File: src/rtl/pit_irq_ctrl_pkg.sv
// Shared definitions for the timer interrupt controller: state encoding and
// default counter widths.
package pit_irq_ctrl_pkg;

    typedef enum logic [1:0] {
        ST_IDLE    = 2'd0,
        ST_PENDING = 2'd1,
        ST_SERVICE = 2'd2
    } pit_state_t;

    localparam int DEF_COUNT_W = 16;
    localparam int DEF_MISS_W  = 8;

endpackage

File: src/rtl/pit_irq_ctrl_sat_counter.sv
// Event counter with synchronous clear; either wraps or holds at all-ones
// depending on sat_en.
module sat_counter #(
    parameter int WIDTH = 8
) (
    input  logic             clk,
    input  logic             reset,
    input  logic             inc,
    input  logic             clr,
    input  logic             sat_en,
    output logic [WIDTH-1:0] count
);

    logic [WIDTH-1:0] count_reg;
    logic             at_max;

    assign at_max = &count_reg;
    assign count  = count_reg;

    // Clear wins over increment so a clear coincident with an event yields 0.
    always_ff @(posedge clk) begin
        if (reset) begin
            count_reg <= '0;
        end else if (clr) begin
            count_reg <= '0;
        end else if (inc && !(sat_en && at_max)) begin
            count_reg <= count_reg + WIDTH'(1);
        end
    end

endmodule

File: src/rtl/pit_irq_ctrl.sv
// Turns the timer's one-cycle interrupt pulse into a sticky, maskable level
// cleared by a 4-phase ack handshake; counts total and lost events.
module pit_irq_ctrl
    import pit_irq_ctrl_pkg::*;
#(
    parameter int COUNT_W = DEF_COUNT_W,
    parameter int MISS_W  = DEF_MISS_W
) (
    input  logic               clk,
    input  logic               reset,
    input  logic               irq_pulse,
    input  logic               irq_mask,
    input  logic               ack,
    input  logic               clear_counts,
    output logic               irq_out,
    output logic               pending,
    output logic               ack_resp,
    output logic [COUNT_W-1:0] event_count,
    output logic [MISS_W-1:0]  missed_count
);

    pit_state_t state_reg, state_next;
    logic       deferred_reg, deferred_next;
    logic       ack_armed_reg;
    logic       miss_inc;

    // An ack still high from before reset must be seen low once before it counts.
    always_ff @(posedge clk) begin
        if (reset) begin
            state_reg     <= ST_IDLE;
            deferred_reg  <= 1'b0;
            ack_armed_reg <= 1'b0;
        end else begin
            state_reg    <= state_next;
            deferred_reg <= deferred_next;
            if (!ack) begin
                ack_armed_reg <= 1'b1;
            end
        end
    end

    always_comb begin
        state_next    = state_reg;
        deferred_next = deferred_reg;
        miss_inc      = 1'b0;
        case (state_reg)
            ST_IDLE: begin
                if (irq_pulse) begin
                    state_next = ST_PENDING;
                end
            end
            ST_PENDING: begin
                if (ack && ack_armed_reg) begin
                    state_next = ST_SERVICE;
                    if (irq_pulse) begin
                        deferred_next = 1'b1;
                    end
                end else if (irq_pulse) begin
                    miss_inc = 1'b1;
                end
            end
            ST_SERVICE: begin
                // Only one event can wait behind the one being serviced.
                if (irq_pulse) begin
                    if (deferred_reg) begin
                        miss_inc = 1'b1;
                    end else begin
                        deferred_next = 1'b1;
                    end
                end
                if (!ack) begin
                    state_next    = (deferred_reg || irq_pulse) ? ST_PENDING : ST_IDLE;
                    deferred_next = 1'b0;
                end
            end
            default: begin
                state_next    = ST_IDLE;
                deferred_next = 1'b0;
            end
        endcase
    end

    assign pending  = (state_reg == ST_PENDING);
    assign irq_out  = pending & ~irq_mask;
    assign ack_resp = (state_reg == ST_SERVICE);

    sat_counter #(
        .WIDTH (COUNT_W)
    ) u_event_counter (
        .clk    (clk),
        .reset  (reset),
        .inc    (irq_pulse),
        .clr    (clear_counts),
        .sat_en (1'b0),
        .count  (event_count)
    );

    sat_counter #(
        .WIDTH (MISS_W)
    ) u_missed_counter (
        .clk    (clk),
        .reset  (reset),
        .inc    (miss_inc),
        .clr    (clear_counts),
        .sat_en (1'b1),
        .count  (missed_count)
    );

endmodule

File: config.mk
export PLATFORM = sky130hd
export DESIGN_NAME = pit_irq_ctrl
export DESIGN_NICKNAME = d
export VERILOG_FILES = /design/src/rtl/pit_irq_ctrl_pkg.sv /design/src/rtl/pit_irq_ctrl_sat_counter.sv /design/src/rtl/pit_irq_ctrl.sv
export SDC_FILE = /design/constraint.sdc
export NUM_CORES = 1
export LEC_CHECK = 0
export BUFFER_PORTS_ARGS = -buffer_cell sky130_fd_sc_hd__buf_4
export CORE_ASPECT_RATIO = 0.7
export CORE_MARGIN = 2
export CORE_UTILIZATION = 47
export DETAILED_ROUTE_END_ITERATION = 8
export GPL_TIMING_DRIVEN = 0
export HOLD_SLACK_MARGIN = 0.15
export PLACE_DENSITY = 0.78
export SYNTH_ARGS = -nofsm -noshare
export SYNTH_HDL_FRONTEND = slang
export SYNTH_SLANG_ARGS = --single-unit
File: constraint.sdc
create_clock -name clk -period 1.7 [get_ports clk]
set_input_delay 0.17 -clock clk [delete_from_list [all_inputs] [get_ports clk]]
set_output_delay 0.17 -clock clk [all_outputs]
set_load 0.05 [all_outputs]
==> impl_metrics.csv <==
group,metric,value,unit
placement,port_buffers,32,
sta,rsz0062_at_grt,"true",
pwr,p_sw_share,34.23,%
synth,ys_async_sr_fraction,0,%
hold_path,hold_path.class,"input port to flip-flop",
final_layout,syn_to_final_growth,35.17,%
sta,worstMarginPinSlew,0.4581,ns
clocking,clockRootBuffer,"clkbuf_8",
clocking,path_clk_slew,0.09,ns
sta,relSlewSlack,69.46,%
route,drcViolationCount,0,
global_route,grt_pass1_wl,5437,um
floorplan,dieArea,3450,um^2
hold_path,worstHoldStart,"clear_counts",
pwr,peakVddDrop,0.0009822,V
final_layout,stdcell_count,243,
floorplan,ioPinCount,33,
synth,syn_inst,163,
synth,post-synth-top-area-cell,"dfxtp_1",
synth,synth_top_area_share,39.89,%
clocking,h-tree-depth,1,
critical_path,critical_path.startpoint_type,"flip-flop",
synth,ys_seq_area_share,39.89,%
synth,yosysWarnings,0,
route,first_pass_iters,4,
synth,synthFlopType,"dfxtp_1",
final_layout,largest_register_ff_count,16,
pwr,p_clk_share,20.6,%
clocking,cts_tree,"yes",
synth,syn-num-nets,175,
hold_path,hold_depth,3,
final_layout,drive_above_1_share,34.30,%
critical_path,r2r_start,"state_reg[0]$_SDFFE_PP0P_",
route,routed_wl,3386,um
critical_path,worstPathRequired,1.87,ns
sta,slew_violations,0,
route,antenna_left,0,
hold_path,hold_end,"u_missed_counter.count[5]$_SDFFE_PP0P_",
synth,synth_area_leaders,"dfxtp_1, nor2_1, ha_1, a21oi_1, nand2_1",
critical_path,path_class,"flip-flop to flip-flop",
pwr,netSwitchingPower,605.5,uW
pwr,combPwrFrac,36.7,%
floorplan,die_w,69.35,um
critical_path,r2r_slack,0.07,ns
route,vias,1371,
route,routed_via_density,5.642,
synth,synth-edff-count,0,
critical_path,end_kind,"flip-flop",
clocking,clock_sinks,28,
sta,hold_violations,0,
placement,dp_hpwl,2460,um
placement,place_inst,231,
global_route,grt-ovfl-total,0,
route,post_drt_wl_per_cell,13.93,um
floorplan,core_area,2823,um^2
clocking,cts.path.max_buffers,2,
floorplan,rows,16,
pwr,leakagePower,0.0007563,uW
sta,clock_skew,0.003822,ns
sta,finalCritPeriodShare,96.02,%
final_layout,n_antenna_cell,0,
pwr,p_int,1163,uW
synth,syn_area_per_cell,8.620,um^2
floorplan,initial_core_util,49.78,%
synth,syn_area,1405,um^2
critical_path,worstPathMaxFanout,5,
floorplan,die_h,49.75,um
flow_run,max_cap_violations,0,
pwr,power.density,931.3,nW/um^2
synth,ys_types,43,
clocking,cts_buffers,3,
global_route,grt_pass1_vias,1233,
pwr,sequentialPowerShare,42.6,%
critical_path,rr_worst_depth,7,
global_route,grt_max_degree,16,
sta,finalSetupTns,0,ns
critical_path,timing.rr.end,"u_missed_counter.count[4]$_SDFFE_PP0P_",
critical_path,worstPathArrival,1.80,ns
clocking,clkLatencyLatePin,0.27,ns
synth,ys_ff_latch,28,
sta,fmaxAchievable,612.6,MHz
global_route,grtUsageTotal,19.31,%
sta,final.min_clock_period,1.632,ns
placement,place_congestion,0.8457,
run_status,run_status,"complete, no violations",
final_layout,num-nets-final,220,
route,drtIter0Drc,71,
sta,setup_viol,0,
global_route,antenna_found_initial,0,
## placed cells by master (no fill, tap or decap), drive strengths merged, types with 7 or more instances in the layout
master  Yosys  layout
nand3       9       9
a21oi      12      12
nor2       21      21
dfxtp      28      28
buf         3      41
inv         7       7
nand2      13      13
## metal layers
layer	GRT usage (%)	routed length (um)	vias up
met5	0	0	-
met4	3.268	13	0
met3	5.726	173	2
met2	33.33	1600	37
met1	24.37	1598	654
li1	-	-	678
## timing repair
item | CTS | global route
gates resized for setup | 8 | 7
gates cloned | 1 | 0
setup buffers | 2 | 3
pin swaps | 3 | 7
endpoints found under the setup margin | 6 | 8
hold buffers | 2 | 0
endpoints found under the hold margin | 4 | 0
## cells in the mapped netlist, drive strengths merged, types with 2 or more instances
cell type  instances
a211oi             3
a21oi             12
and4               2
buf                3
clkbuf             2
dfxtp             28
ha                 6
inv                7
mux2i              3
nand2             13
nand3              9
nand4              6
nor2              21
nor3               2
nor4               4
o21ai              6
o31ai              2
or2                2
or3                4
or4                2
xnor2              5
xor2               5
## critical path, cell delays in order (launching register included)
cell and delay [ns]:
dfxtp_4 0.38, inv_4 0.08, ha_4 0.15, and2_4 0.14
o211ai_1 0.15, buf_4 0.20, o31a_1 0.25, o21a_1 0.19
## layout make-up
| type | count | area [um^2] |
|---|---|---|
| multi-input cells | 123 | 859.6 |
| plain buffers | 5 | 28.78 |
| clock buffers | 4 | 45.04 |
| fillers | 239 | 923.4 |
| inverters | 7 | 31.28 |
| flip-flops and latches | 28 | 586.8 |
| repair buffers | 40 | 302.8 |
| well taps | 36 | 45.04 |
## power by group through the flow
stage	logic, uW	clock network, uW	registers [uW]
2_1_floorplan	426	0	748
3_3_place_gp	518	0	741
3_5_place_dp	532	0	746
4_1_cts	607	374	748
5_1_grt	699	412	762
6_report	650	365	754
## per-stage QoR
| stage | power (uW) | setup slack, ns | cell area (um^2) | hold slack [ns] | util [%] |
|---|---|---|---|---|---|
| after global placement | 1259 | -0.007243 | 1745 | 0.3912 | 61.84 |
| final | 1769 | 0.06773 | 1899 | 0.1922 | 67.29 |
| after CTS | 1728 | 0.005052 | 1861 | 0.1965 | 65.91 |
| after detailed placement | 1278 | -0.09677 | 1745 | 0.3941 | 61.84 |
| after floorplan | 1173 | -0.008928 | 1460 | 0.2353 | - |
| after global routing | 1873 | -0.01145 | 1899 | 0.2109 | 67.29 |
## worst max path at each step
stage | depth (start not counted) | to | slack (ns) | startpoint
after floorplan | 7 | u_missed_counter.count[4]$_SDFFE_PP0P_ | -0.009 | state_reg[1]$_SDFFE_PP0P_
after global placement | 6 | u_missed_counter.count[4]$_SDFFE_PP0P_ | -0.007 | state_reg[0]$_SDFFE_PP0P_
after detailed placement | 6 | u_missed_counter.count[4]$_SDFFE_PP0P_ | -0.1 | state_reg[0]$_SDFFE_PP0P_
after CTS | 7 | u_missed_counter.count[6]$_SDFFE_PP0P_ | 0.005 | state_reg[0]$_SDFFE_PP0P_
after global routing | 7 | u_missed_counter.count[0]$_SDFFE_PP0P_ | -0.01 | state_reg[1]$_SDFFE_PP0P_
final | 7 | u_missed_counter.count[4]$_SDFFE_PP0P_ | 0.07 | state_reg[0]$_SDFFE_PP0P_
## cell families (layout without fill, tap and decap cells)
kind of cell,after synthesis,in the layout,synth area share (%)
AO/OA/AOI/OAI,34,34,16.03
XOR/XNOR,10,10,6.233
adder cells (fa/ha/maj),6,6,5.343
buffers and inverters,12,56,3.652
flip-flops,28,28,39.89
multiplexers,3,3,2.137
AND/OR/NAND/NOR,70,70,26.72
Note: power is estimated with default switching activity, not from simulation.
